`config.mk`:
```
export PLATFORM = sky130hd
export DESIGN_NAME = vga_sincronismo_flat
export DESIGN_NICKNAME = d
export VERILOG_FILES = /design/src/rtl/vga_sincronismo_pkg.sv /design/src/rtl/vga_sincronismo_if.sv /design/src/rtl/vga_sincronismo_contador.sv /design/src/rtl/vga_sincronismo.sv /design/src/flat_wrapper.sv
export SDC_FILE = /design/constraint.sdc
export NUM_CORES = 1
export LEC_CHECK = 0
export CELL_PAD_IN_SITES_DETAIL_PLACEMENT = 2
export CELL_PAD_IN_SITES_GLOBAL_PLACEMENT = 2
export CORE_AREA = 8 8 79 81
export CTS_BUF_LIST = sky130_fd_sc_hd__clkbuf_2 sky130_fd_sc_hd__clkbuf_4 sky130_fd_sc_hd__clkbuf_8
export DETAILED_ROUTE_END_ITERATION = 10
export DIE_AREA = 0 0 87 89
export PLACE_DENSITY_LB_ADDON = 0.05
export REMOVE_ABC_BUFFERS = 1
export SLEW_MARGIN = 20
export SYNTH_ARGS = -nofsm -noshare
export SYNTH_HDL_FRONTEND = slang
export SYNTH_SLANG_ARGS = --single-unit
export TNS_END_PERCENT = 5
```
`constraint.sdc`:
```
create_clock -name clk -period 5.5 [get_ports clk]
set_clock_uncertainty 0.05 [all_clocks]
set_input_delay 1.65 -clock clk [delete_from_list [all_inputs] [get_ports clk]]
set_output_delay 1.65 -clock clk [all_outputs]
set_load 0.005 [all_outputs]
```
`src/rtl/vga_sincronismo_pkg.sv`:
```
// Shared VGA timing constants, board-cell geometry and small decode helpers
// used by the raster generator and the drawing blocks downstream of it.
package pacote_vga;

  localparam int COORD_W = 10;

  localparam int DIV_PIXEL_PAD = 2;
  localparam int H_ATIVO_PAD   = 640;
  localparam int H_FP_PAD      = 16;
  localparam int H_SYNC_PAD    = 96;
  localparam int H_BP_PAD      = 48;
  localparam int V_ATIVO_PAD   = 480;
  localparam int V_FP_PAD      = 10;
  localparam int V_SYNC_PAD    = 2;
  localparam int V_BP_PAD      = 33;

  localparam int H_TOTAL = H_ATIVO_PAD + H_FP_PAD + H_SYNC_PAD + H_BP_PAD;
  localparam int V_TOTAL = V_ATIVO_PAD + V_FP_PAD + V_SYNC_PAD + V_BP_PAD;

  localparam int CELULA_L = 54;
  localparam int CELULA_A = 49;

  localparam logic [COORD_W-1:0] ORIGEM_X [10] = '{
    10'd50,  10'd104, 10'd158, 10'd212, 10'd266,
    10'd320, 10'd374, 10'd428, 10'd482, 10'd536
  };
  localparam logic [COORD_W-1:0] ORIGEM_Y [9] = '{
    10'd15,  10'd64,  10'd113, 10'd162, 10'd211,
    10'd260, 10'd309, 10'd358, 10'd407
  };

  typedef struct packed {
    logic area;
    logic hsync;
    logic vsync;
  } sinc_t;

  function automatic logic em_faixa(input logic [COORD_W-1:0] v,
                                    input logic [COORD_W-1:0] lo,
                                    input logic [COORD_W-1:0] hi);
    return (v >= lo) && (v <= hi);
  endfunction

endpackage

```
`src/rtl/vga_sincronismo_if.sv`:
```
// Raster bundle seen by the drawing blocks and the monitor sync pins.
interface vga_sincronismo_if;
  import pacote_vga::*;

  logic               pix_en;
  logic [COORD_W-1:0] coluna;
  logic [COORD_W-1:0] linha;
  logic               areaAtiva;
  logic               hsync;
  logic               vsync;
  logic               fim_quadro;

  modport master (
    output pix_en, coluna, linha, areaAtiva, hsync, vsync, fim_quadro
  );

  modport slave (
    input pix_en, coluna, linha, areaAtiva, hsync, vsync, fim_quadro
  );

endinterface

```
`src/rtl/vga_sincronismo_contador.sv`:
```
// Modulo-N counter with enable; o_wrap flags the enabled step from N-1 to 0.
module vga_contador #(
  parameter int N = 2,
  parameter int W = 10
) (
  input  logic         clk,
  input  logic         rst,
  input  logic         i_en,
  output logic [W-1:0] o_count,
  output logic         o_wrap
);

  localparam logic [W-1:0] ULT = W'(N - 1);
  localparam logic [W-1:0] UM  = W'(1);

  logic [W-1:0] r_count;
  logic [W-1:0] w_prox;
  logic         w_wrap;

  // next count and terminal-count detection
  always_comb begin
    w_prox = r_count;
    w_wrap = 1'b0;
    if (i_en) begin
      if (r_count == ULT) begin
        w_prox = {W{1'b0}};
        w_wrap = 1'b1;
      end else begin
        w_prox = r_count + UM;
        w_wrap = 1'b0;
      end
    end else begin
      w_prox = r_count;
      w_wrap = 1'b0;
    end
  end

  // count register
  always_ff @(posedge clk) begin
    if (rst) begin
      r_count <= {W{1'b0}};
    end else begin
      r_count <= w_prox;
    end
  end

  assign o_count = r_count;
  assign o_wrap  = w_wrap;

endmodule

```
`src/rtl/vga_sincronismo.sv`:
```
// VGA raster timing generator: pixel-rate divider, column/line counters and
// sync/active-area flags registered so they describe the current pixel.
module vga_sincronismo
  import pacote_vga::*;
#(
  parameter int DIV_PIXEL = DIV_PIXEL_PAD,
  parameter int H_ATIVO   = H_ATIVO_PAD,
  parameter int H_FP      = H_FP_PAD,
  parameter int H_SYNC    = H_SYNC_PAD,
  parameter int H_BP      = H_BP_PAD,
  parameter int V_ATIVO   = V_ATIVO_PAD,
  parameter int V_FP      = V_FP_PAD,
  parameter int V_SYNC    = V_SYNC_PAD,
  parameter int V_BP      = V_BP_PAD
) (
  input  logic clk,
  input  logic rst,
  vga_sincronismo_if.master vga
);

  localparam int H_TOT = H_ATIVO + H_FP + H_SYNC + H_BP;
  localparam int V_TOT = V_ATIVO + V_FP + V_SYNC + V_BP;
  localparam int DIV_W = 3;

  localparam logic [DIV_W-1:0]   DIV_ULT = DIV_W'(DIV_PIXEL - 1);
  localparam logic [DIV_W-1:0]   DIV_UM  = DIV_W'(1);
  localparam logic [COORD_W-1:0] C_UM    = COORD_W'(1);
  localparam logic [COORD_W-1:0] H_VIS   = COORD_W'(H_ATIVO);
  localparam logic [COORD_W-1:0] HS_INI  = COORD_W'(H_ATIVO + H_FP);
  localparam logic [COORD_W-1:0] HS_FIM  = COORD_W'(H_ATIVO + H_FP + H_SYNC - 1);
  localparam logic [COORD_W-1:0] V_VIS   = COORD_W'(V_ATIVO);
  localparam logic [COORD_W-1:0] VS_INI  = COORD_W'(V_ATIVO + V_FP);
  localparam logic [COORD_W-1:0] VS_FIM  = COORD_W'(V_ATIVO + V_FP + V_SYNC - 1);

  logic [DIV_W-1:0]   w_div;
  logic               w_div_wrap;
  logic [COORD_W-1:0] w_col;
  logic               w_h_wrap;
  logic [COORD_W-1:0] w_lin;
  logic               w_v_wrap;

  logic [COORD_W-1:0] w_col_prox;
  logic [COORD_W-1:0] w_lin_prox;
  logic               w_pix_prox;
  sinc_t              w_sinc_prox;

  logic r_pix_en;
  logic r_fim;
  logic r_area;
  logic r_hsync;
  logic r_vsync;

  vga_contador #(.N(DIV_PIXEL), .W(DIV_W)) u_div (
    .clk    (clk),
    .rst    (rst),
    .i_en   (1'b1),
    .o_count(w_div),
    .o_wrap (w_div_wrap)
  );

  vga_contador #(.N(H_TOT), .W(COORD_W)) u_horiz (
    .clk    (clk),
    .rst    (rst),
    .i_en   (r_pix_en),
    .o_count(w_col),
    .o_wrap (w_h_wrap)
  );

  vga_contador #(.N(V_TOT), .W(COORD_W)) u_vert (
    .clk    (clk),
    .rst    (rst),
    .i_en   (w_h_wrap),
    .o_count(w_lin),
    .o_wrap (w_v_wrap)
  );

  // Coordinates after the pending tick; only consumed while r_pix_en is high,
  // so the registered flags always line up with the counters they follow.
  always_comb begin
    w_col_prox = w_col;
    w_lin_prox = w_lin;
    w_pix_prox = 1'b0;
    if (w_h_wrap) begin
      w_col_prox = {COORD_W{1'b0}};
      if (w_v_wrap) begin
        w_lin_prox = {COORD_W{1'b0}};
      end else begin
        w_lin_prox = w_lin + C_UM;
      end
    end else begin
      w_col_prox = w_col + C_UM;
      w_lin_prox = w_lin;
    end
    if (w_div_wrap) begin
      w_pix_prox = (DIV_ULT == {DIV_W{1'b0}});
    end else begin
      w_pix_prox = ((w_div + DIV_UM) == DIV_ULT);
    end
    w_sinc_prox.area  = (w_col_prox < H_VIS) && (w_lin_prox < V_VIS);
    w_sinc_prox.hsync = !em_faixa(w_col_prox, HS_INI, HS_FIM);
    w_sinc_prox.vsync = !em_faixa(w_lin_prox, VS_INI, VS_FIM);
  end

  // pixel strobe, frame pulse and per-pixel flags
  always_ff @(posedge clk) begin
    if (rst) begin
      r_pix_en <= 1'b0;
      r_fim    <= 1'b0;
      r_area   <= 1'b0;
      r_hsync  <= 1'b1;
      r_vsync  <= 1'b1;
    end else begin
      r_pix_en <= w_pix_prox;
      r_fim    <= w_v_wrap;
      if (r_pix_en) begin
        r_area  <= w_sinc_prox.area;
        r_hsync <= w_sinc_prox.hsync;
        r_vsync <= w_sinc_prox.vsync;
      end else begin
        r_area  <= r_area;
        r_hsync <= r_hsync;
        r_vsync <= r_vsync;
      end
    end
  end

  assign vga.pix_en     = r_pix_en;
  assign vga.coluna     = w_col;
  assign vga.linha      = w_lin;
  assign vga.areaAtiva  = r_area;
  assign vga.hsync      = r_hsync;
  assign vga.vsync      = r_vsync;
  assign vga.fim_quadro = r_fim;

endmodule

```
`src/flat_wrapper.sv`:
```
// flat-port wrapper written by rule: the top's interface ports become plain ports
module vga_sincronismo_flat import pacote_vga::*;
#(
  parameter int DIV_PIXEL = DIV_PIXEL_PAD,
  parameter int H_ATIVO   = H_ATIVO_PAD,
  parameter int H_FP      = H_FP_PAD,
  parameter int H_SYNC    = H_SYNC_PAD,
  parameter int H_BP      = H_BP_PAD,
  parameter int V_ATIVO   = V_ATIVO_PAD,
  parameter int V_FP      = V_FP_PAD,
  parameter int V_SYNC    = V_SYNC_PAD,
  parameter int V_BP      = V_BP_PAD
)
  (clk, rst, vga_pix_en, vga_coluna, vga_linha, vga_areaAtiva, vga_hsync, vga_vsync, vga_fim_quadro);
  vga_sincronismo_if vga_i ();
  input  logic clk;
  input  logic rst;
  output wire logic [$bits(vga_i.pix_en)-1:0] vga_pix_en;
  output wire logic [$bits(vga_i.coluna)-1:0] vga_coluna;
  output wire logic [$bits(vga_i.linha)-1:0] vga_linha;
  output wire logic [$bits(vga_i.areaAtiva)-1:0] vga_areaAtiva;
  output wire logic [$bits(vga_i.hsync)-1:0] vga_hsync;
  output wire logic [$bits(vga_i.vsync)-1:0] vga_vsync;
  output wire logic [$bits(vga_i.fim_quadro)-1:0] vga_fim_quadro;
  assign vga_pix_en = vga_i.pix_en;
  assign vga_coluna = vga_i.coluna;
  assign vga_linha = vga_i.linha;
  assign vga_areaAtiva = vga_i.areaAtiva;
  assign vga_hsync = vga_i.hsync;
  assign vga_vsync = vga_i.vsync;
  assign vga_fim_quadro = vga_i.fim_quadro;
  vga_sincronismo #(.DIV_PIXEL(DIV_PIXEL), .H_ATIVO(H_ATIVO), .H_FP(H_FP), .H_SYNC(H_SYNC), .H_BP(H_BP), .V_ATIVO(V_ATIVO), .V_FP(V_FP), .V_SYNC(V_SYNC), .V_BP(V_BP)) u_core (.clk(clk), .rst(rst), .vga(vga_i));
endmodule
```
# ---- Yosys cells after proc, flatten, opt, wreduce, memory -nomap -nowiden
# Index checks and enable logic that the tools add are counted.
dict set report totals {
  ff_bits 28
  out_inout_bits 25
  word_cells 38
  input_bits 2
}
dict set report op_classes {
  n_reduce_logical 7
  eq_ne 4
  mux 10
  add_sub_neg 3
  order_cmp 6
}
# op n
set ops {}
lappend ops {{$mux 10} 5}
lappend ops {{$add 10x1->10 const B} 2}
lappend ops {{$eq 10x10->1 const B} 2}
lappend ops {{$ge 10x10->1 const B} 1}
lappend ops {{$ge 10x9->1 const B} 1}
lappend ops {{$le 10x10->1 const B} 1}
lappend ops {{$le 10x9->1 const B} 1}
lappend ops {{$lt 10x10->1 const B} 1}
lappend ops {{$lt 10x9->1 const B} 1}
lappend ops {{$eq 3x1->1 const B} 2}
lappend ops {{$mux 1} 5}
lappend ops {{$reduce_or 2->1} 2}
lappend ops {{$add 3x1->3 const B} 1}
lappend ops {{$logic_and 1x1->1} 3}
lappend ops {{$logic_not 1->1} 2}

# ---- Longest topological paths before layout
# Gate-level depths: netlist of run 1.
dict set report logic_depth {
  word_depth 9
  ltp_mapped 7
  ltp_nobuf 7
}

# ---- Cells and area by module
# A second synthesis of run 1 with hierarchy kept.
dict set report unflattened {
  hier_cells 197
  area_unflattened_um2 1672.9
}
# module area_each_um2 instances cells_each seq_area_each_um2
set by_module_without_submodules {}
lappend by_module_without_submodules {vga_sincronismo 553.0 1 75 100.1}
lappend by_module_without_submodules {{vga_contador (u_core.u_vert)} 493.0 1 54 200.2}
lappend by_module_without_submodules {{vga_contador (u_core.u_horiz)} 486.7 1 54 200.2}
lappend by_module_without_submodules {{vga_contador (u_core.u_div)} 140.1 1 14 60.1}

# ---- Worst setup path after synthesis of run 1
# OpenSTA, ideal clock, no wires.
dict set report synth_timing {
  path_type {register to register}
  from {register u_core.u_horiz.r_count[5], in the netlist u_core.u_horiz.o_count[5]}
  to {register u_core.r_area, in the netlist u_core.vga.areaAtiva}
  path_stages_with_launch 6
  setup_ps 117
  required_ps 5333
  setup_slack_ps 3210
  n_path_buf 0
  synth_period_minus_slack_ps 2290
  t_arrival_ps 2123
  cell_sequence {dfxtp_1 -> or4b_4 -> or4_4 -> a21o_1 -> a211o_1 -> a32o_1}
}
dict set report synth_via {
  elab_chain_cells 8
  elab_cells_between_ends 11
  cone_classes {add/sub: 1; order compare: 2; eq/ne: 1; mux: 6; reduce/logical: 1}
}
# element line
set synth_rtl {}
lappend synth_rtl {{start, declared} vga_sincronismo_contador.sv:16} ;# logic [W-1:0] r_count;
lappend synth_rtl {{start signal, assigned} vga_sincronismo_contador.sv:41} ;# r_count <= {W{1'b0}};
lappend synth_rtl {{start signal, assigned} vga_sincronismo_contador.sv:43} ;# r_count <= w_prox;
lappend synth_rtl {{$eq 10x10->1} vga_sincronismo_contador.sv:25} ;# if (r_count == ULT) begin
lappend synth_rtl {{$mux 1} vga_sincronismo_contador.sv:25}
lappend synth_rtl {{$mux 1 (2 in series)} vga_sincronismo_contador.sv:24} ;# if (i_en) begin
lappend synth_rtl {{$mux 10} vga_sincronismo.sv:85} ;# if (w_v_wrap) begin
lappend synth_rtl {{$mux 10} vga_sincronismo.sv:83} ;# if (w_h_wrap) begin
lappend synth_rtl {{$lt 10x9->1} vga_sincronismo.sv:99} ;# w_sinc_prox.area = (w_col_prox < H_VIS) && (w_lin_prox < V_VIS);
lappend synth_rtl {{$logic_and 1x1->1 *} vga_sincronismo.sv:99}
lappend synth_rtl {{end signal, assigned} vga_sincronismo.sv:116} ;# r_area <= w_sinc_prox.area;
lappend synth_rtl {{end signal, assigned} vga_sincronismo.sv:120} ;# r_area <= r_area;
lappend synth_rtl {{end, declared} vga_sincronismo.sv:49} ;# logic r_area;
# Mark *: on every way between the ends. The rest lies on a longest branch, timed or not.
# A chain may end at the register's enable or synchronous reset.

# ---- Final worst setup path of run 1
dict set report layout_timing {
  from {register u_core.r_pix_en, in the netlist u_core.vga.pix_en}
  to {output port vga_pix_en}
}
# element line
set layout_lines {}
lappend layout_lines {{start, declared} vga_sincronismo.sv:47} ;# logic r_pix_en;
lappend layout_lines {{start signal, assigned} vga_sincronismo.sv:113} ;# r_pix_en <= w_pix_prox;
lappend layout_lines {{end, declared} flat_wrapper.sv:18} ;# output wire logic [$bits(vga_i.pix_en)-1:0] vga_pix_en;
# No word-level cell between the ends.

==> results of run 1 <==
## where the power goes
group          internal (mW)  total (mW)  leakage [nW]  switching (mW)
Combinational         0.0229      0.0498         0.392          0.0269
Sequential             0.210       0.222         0.227          0.0120
Clock                 0.0642       0.130        0.0288          0.0656
## per-layer routing
metal	vias to the layer above	track usage, %	wire length (um)
li1	807	-	-
met5	-	0	0
met3	8	2.67	158
met2	20	28.5	2870
met4	0	5.01	81
met1	825	15.9	2270
## through the flow
stage	setup slack [ns]	hold WS (ns)
2_1_floorplan	3.07	0.402
3_3_place_gp	2.21	0.413
3_5_place_dp	2.11	0.463
4_1_cts	2.32	0.477
5_1_grt	2.23	0.508
6_report	2.34	0.471
## path summary, 6_finish.rpt
kind	start	endpoint	slack [ns]	depth (start not counted)
worst min register to register	u_core.u_div.o_count[0]	u_core.u_div.o_count[0]	0.47	1
worst max register to register	u_core.u_horiz.o_count[4]	u_core.vga.areaAtiva	2.78	6
worst max-delay path	u_core.vga.pix_en	vga_pix_en	2.34	1
worst min-delay path	u_core.u_div.o_count[0]	u_core.u_div.o_count[0]	0.47	1
## cell type report
class / count / area [sq um]
Clock buffer: 4 / 55.1
Fill cell: 604 / 2950
Tap cell: 70 / 87.6
Sequential cell: 28 / 561
Multi-Input combinational cell: 160 / 1010
Inverter: 11 / 41.3
Timing Repair Buffer: 28 / 275
## cell families after synthesis
logic type / count (synthesis) / share of synthesized area (%)
muxes: 2 / 1.20
DFF: 28 / 33.7
AOI/OAI and AO/OA: 46 / 17.6
adders and majority gates: 6 / 4.52
buffers and inverters: 20 / 5.72
xor gates and xnor gates: 11 / 5.80
and+or+nand+nor: 95 / 31.4
## flip-flops by register name, indices dropped and copies added, names as in the netlist
signal	cells
u_core.u_horiz.o_count	10
u_core.u_vert.o_count	10
u_core.u_div.o_count	3
u_core.vga.areaAtiva	1
u_core.vga.fim_quadro	1
u_core.vga.hsync	1
u_core.vga.pix_en	1
u_core.vga.vsync	1
## layout by cell type, fill, tap and decap left out, types with 2 or more instances in the layout
| cell | Yosys | layout |
|---|---|---|
| nand3_1 | 14 | 14 |
| nor3_1 | 7 | 7 |
| and4_1 | 3 | 3 |
| a2bb2oi_1 | 2 | 2 |
| nand4_1 | 10 | 10 |
| nor2b_1 | 2 | 2 |
| o31ai_1 | 4 | 4 |
| clkdlybuf4s50_1 | 0 | 26 |
| nor2_1 | 24 | 24 |
| mux2i_1 | 2 | 2 |
| dfxtp_1 | 28 | 28 |
| nor4b_1 | 2 | 2 |
| nor3b_1 | 2 | 2 |
| and3_1 | 3 | 3 |
| a21oi_1 | 18 | 18 |
| nand3b_1 | 2 | 2 |
| o21ai_0 | 8 | 8 |
| ha_1 | 6 | 6 |
| buf_4 | 1 | 2 |
| xnor2_1 | 5 | 5 |
| xor2_1 | 6 | 6 |
| nor4_1 | 3 | 3 |
| a21o_1 | 2 | 2 |
| or3_1 | 3 | 3 |
| o32ai_1 | 2 | 2 |
| clkbuf_8 | 0 | 4 |
| inv_1 | 11 | 11 |
| nand2_1 | 11 | 11 |
==> impl_metrics.yaml, run 1 <==
global_route:
  grt_use_total_pct: 14.8
  overflow: 0
  antenna_found_initial: 0
  grt_pass1_wl_um: 9120
  grt_max_degree: 16
  grt_pass1_vias: 1859
critical_path:
  endpoint_kind: "output pin"
  start_kind: "flip-flop"
  crit_type: "flip-flop to output pin"
  crit_chain: "clkdlybuf4s50_1"
  worstPathArrival_ns: 1.46
  critPathTopFamily: "flip-flops"
  crit_fanout: 13
  slowest_delay_ns: 0.60
  crit_buf_inv: 1
  required_ns: 3.80
  critPathSlowestCell: "dfxtp_1"
clocking:
  postCtsResizedCells: 0
  h-tree-depth: 1
  cts_buffers: 3
  clk_latency_ns: 0.28
  tritoncts: "done"
  clk_transition_reported_paths_ns: 0.09
  cts-root-buf: "clkbuf_8"
  clock_tree.buffer_depth: 2
  hold_buffers: 0
  clock-sinks: 28
  post-cts-setup-buffers: 0
yosys:
  synth_most_common_cell: "dfxtp_1"
  synth-edff-count: 0
  synth.area.top_cells: "dfxtp_1, a21oi_1, nor2_1, ha_1, nand3_1"
  synth.largest_area_cell: "dfxtp_1"
  async_reset_ff_share_pct: 0
  ys_ff_latch: 28
  syn_area_sq_um: 1660
  avgSynthCellArea_sq_um: 7.99
  ys_seq_area_share_pct: 33.7
  synth_ff_type: "dfxtp_1"
  ys_warn_count: 0
  synth_commonest_cells: "dfxtp_1, nor2_1, a21oi_1, nand3_1"
  syn_inst: 208
  synth_top_area_share_pct: 33.7
  yosysUniqueCellTypes: 48
cells_and_area:
  fin_util_pct: 40.7
  finalNonFillerCells: 301
  drive_gt1_share_pct: 4.76
  diodes: 0
  nets: 240
  postLayoutCellArea_sq_um: 2030
  area_delta_synth_final_pct: 21.9
sta:
  fmaxAchievable_ghz: 0.316
  fin_crit_ns: 3.16
  setup_violations: 0
  worst_pin_slew_ns: 0.928
  grt_setup_unrepaired: "no"
  fin_crit_sh_pct: 57.5
  setup_tns_ns: 0
  relSlewSlack_pct: 37.6
  slew_violations: 0
  finalHoldViolations: 0
placed_design:
  dp_hpwl_um: 4260
  place_congestion: 0.758
  portBuffers: 26
  postPlaceCellArea_sq_um: 1970
  dp_cells: 297
die:
  start_util_pct: 33.4
  fp.dieArea_sq_um: 7740
  row_count: 26
  dieHeight_um: 89
  io_pins: 27
  die_w_um: 87
  design.core.area_sq_um: 4980
detailed_routing:
  via_count: 1660
  drc: 0
  wl_um: 5380
  dr.pass1.iters: 4
  wl_per_cell_um: 17.9
  ant_nets: 0
  drt_iter0_drc: 45
  viasPerCell: 5.51
outcome:
  status: "finished, final reports clean"
min_path:
  hold_class: "flip-flop to flip-flop"
power_and_ir_drop:
  p_leak_nw: 0.648
  p_total_mw: 0.402
  p_per_area_nw_per_um2: 198
  ir_drop_uv: 90.1
flow_run:
  cap_violations: 0
(Power assumes the default switching activity.)
==> run 2: changes to the inputs <==
CORE_AREA = 8 8 82 84   (was 8 8 79 81)
DIE_AREA = 0 0 90 92   (was 0 0 87 89)
clock period = 3.1 ns   (was 5.5 ns; I/O delays follow)
==> run 2 against run 1 <==
Compared with the run above: first-iteration DRC count rose by 27%; via count rose by 2.3%; critical endpoint is now vga_coluna[8]; worst hold slack improved by 0.0031 ns; global-route usage fell by 1.0 points; critical path depth did not move; non-clock buffer count rose by 4; clock power rose by 130%; utilization fell by 2.3 points.
==> impl_metrics.yaml, run 2 (synthesis gave the netlist of run 1 again) <==
outcome:
  status: "finished, final reports clean"
cells_and_area:
  layout_commonest_cell: "dfxtp_1"
  mostFrequentLayoutCells: "dfxtp_1, clkdlybuf4s50_1, nor2_1, a21oi_1, nand3_1"
  nets: 244
  fillers: 634
  area_delta_synth_final_pct: 24.8
  drive_gt1_share_pct: 6.38
  diodes: 0
global_route:
  grt_use_total_pct: 13.8
  grt_max_degree: 20
  grt_pass1_wl_um: 9580
  grt_pass1_vias: 1828
  antenna_found_initial: 0
  overflow: 0
detailed_routing:
  wl_per_cell_um: 18.5
  via_count: 1698
  viasPerCell: 5.53
  drc: 0
  drt_iter0_drc: 57
  ant_nets: 0
  dr.pass1.iters: 4
  wl_um: 5690
critical_path:
  critPathTopFamily: "buffers and inverters"
  crit_fanout: 11
  crit_buf_inv: 1
  worstPathArrival_ns: 1.46
  rrSetupSlack_ns: 0.66
  slowest_delay_ns: 0.59
  critPathSlowestCell: "clkdlybuf4s50_1"
  required_ns: 2.12
  crit_chain: "clkdlybuf4s50_1"
  crit_type: "flip-flop to output pin"
  endpoint_kind: "output pin"
  start_kind: "flip-flop"
sta:
  slew_violations: 0
  fin_crit_ns: 2.44
  worst_pin_slew_ns: 0.614
  fin_crit_sh_pct: 78.7
  hold_slack_ns: 0.474
  setup_tns_ns: 0
  setup_violations: 0
  relSlewSlack_pct: 58.5
  grt_setup_unrepaired: "no"
  fmaxAchievable_ghz: 0.410
  finalHoldViolations: 0
clocking:
  clock-sinks: 28
  cts-root-buf: "clkbuf_8"
  clock_tree.buffer_depth: 2
  cts_buffers: 3
  post-cts-setup-buffers: 0
  hold_buffers: 0
  tritoncts: "done"
  clk_latency_ns: 0.29
  postCtsResizedCells: 0
  h-tree-depth: 1
  clk_transition_reported_paths_ns: 0.11
placed_design:
  dp_hpwl_um: 4270
  place_congestion: 0.772
  portBuffers: 26
die:
  io_pins: 27
  dieHeight_um: 92
  die_w_um: 90
  design.core.area_sq_um: 5410
  start_util_pct: 30.7
  fp.dieArea_sq_um: 8280
  row_count: 27
power_and_ir_drop:
  ir_drop_uv: 197
  p_leak_nw: 0.674
  p_per_area_nw_per_um2: 384
flow_run:
  cap_violations: 0
min_path:
  hold_class: "flip-flop to flip-flop"
[run 2: area by class of cell]
type,count,area (sq um),share of cell area [%]
multi-input combinational,160,1010,48.5
sequential,28,561,27.0
timing repair buffer,32,305,14.7
tap,72,90.1,4.34
clock buffer,3,41.3,1.99
inverter,11,41.3,1.99
clock inverter,1,30.0,1.45
[run 2: through the flow]
stage | utilization (%) | cell area [sq um] | power [mW] | setup slack [ns] | instances
after floorplan | - | 1610 | 0.444 | 0.675 | 199
after global placement | 37.1 | 2000 | 0.495 | 0.748 | 303
after detailed placement | 37.1 | 2000 | 0.501 | 0.703 | 303
after CTS | 38.4 | 2070 | 0.809 | 0.642 | 307
after global routing | 38.4 | 2070 | 0.834 | 0.576 | 307
final | 38.4 | 2070 | 0.797 | 0.661 | 307
[run 2: routing by layer]
metal | wire length [um] | global-route usage [%] | share of wire [%] | vias to the layer above
met3 | 140 | 2.20 | 2.5 | 5
li1 | - | - | - | 819
met2 | 2800 | 24.5 | 49 | 21
met1 | 2700 | 16.9 | 47 | 853
met5 | 0 | 0 | 0 | -
met4 | 49 | 3.33 | 0.86 | 0
[run 2: path summary, 6_finish.rpt]
path | from | endpoint | cells after the start
worst min register to register | u_core.u_div.o_count[0] | u_core.u_div.o_count[0] | 1
worst max register to register | u_core.u_horiz.o_count[5] | u_core.vga.areaAtiva | 5
worst max-delay path | u_core.u_horiz.o_count[8] | vga_coluna[8] | 1
worst min-delay path | u_core.u_div.o_count[0] | u_core.u_div.o_count[0] | 1
[run 2: report_power, final]
part / switching [mW] / total, mW / leakage, nW / internal (mW)
clock network: 0.132 / 0.305 / 0.0357 / 0.173
logic: 0.0544 / 0.101 / 0.411 / 0.0464
registers: 0.0172 / 0.391 / 0.227 / 0.373
total: 0.204 / 0.797 / 0.674 / 0.593
==> variant: new RTL, config.mk and constraints of run 2 <==
The package constant `COORD_W` goes from 10 to 20.
--- a/src/rtl/vga_sincronismo_pkg.sv
+++ b/src/rtl/vga_sincronismo_pkg.sv
@@ -2,7 +2,7 @@
 // used by the raster generator and the drawing blocks downstream of it.
 package pacote_vga;
 
-  localparam int COORD_W = 10;
+  localparam int COORD_W = 20;
 
   localparam int DIV_PIXEL_PAD = 2;
   localparam int H_ATIVO_PAD   = 640;
Interface: changed (resized vga_coluna and vga_linha); port bits go from 27 to 47. No check against the original RTL was run, so the function may have changed too.
==> variant against run 2 <==
The run now fails in global placement without I/O. Area after synthesis increased by 80%. Synthesized cell count grew 90%.
==> variant: results (changes against run 2) <==
Top FF cell, synth: dfxtp_1 (unchanged)
Number of distinct library cells after synthesis: 51 (was 48)
Register area share after synthesis: 32.2% (was 33.7%)
Yosys reg bits: 48 (was 28)
Outcome: did not finish (was complete, no violations)
Die width: 90 um (unchanged)
Stop stage: global placement without I/O
Ys Warns: 0 (unchanged)
Syn Area/Cell: 7.54 sq um (was 7.99 sq um)
Asr flop ratio synth: 0% (unchanged)
Synth top area cells: dfxtp_1 (32%), nor2_1 (6.5%), nand2_1 (5.4%) (was dfxtp_1 (34%), a21oi_1 (5.4%), nor2_1 (5.4%))
Top cells by count, synth: nor2_1 (52), dfxtp_1 (48), nand2_1 (43) (was dfxtp_1 (28), nor2_1 (24), a21oi_1 (18))
Log Error: [ERROR FLW-0024] Place density exceeds 1.0 (current PLACE_DENSITY_LB_ADDON =  0.05). Please check if the value of  PLACE_DENSITY_LB_ADDON is between 0 and 0.99.
[variant: cell count changes after synthesis, moves of 5 or more]
| cell | change |
|---|---|
| clkbuf_1 | +17 |
| dfxtp_1 | +20 |
| nand2_1 | +32 |
| nand3_1 | +7 |
| nor2_1 | +28 |
| nor3_1 | +11 |
| nor4_1 | +5 |
| o21ai_0 | +8 |
| xnor2_1 | +11 |
| xor2_1 | +8 |
[variant: cells by family after synthesis]
| logic type | share of synthesized area [%] |
|---|---|
| AND/OR/NAND/NOR | 35.2 |
| AO/OA/AOI/OAI | 15.6 |
| flip-flops | 32.2 |
| buffers and inverters | 4.69 |
| XOR/XNOR | 8.80 |
| adder cells (fa/ha/maj) | 2.51 |
| multiplexers | 1.01 |
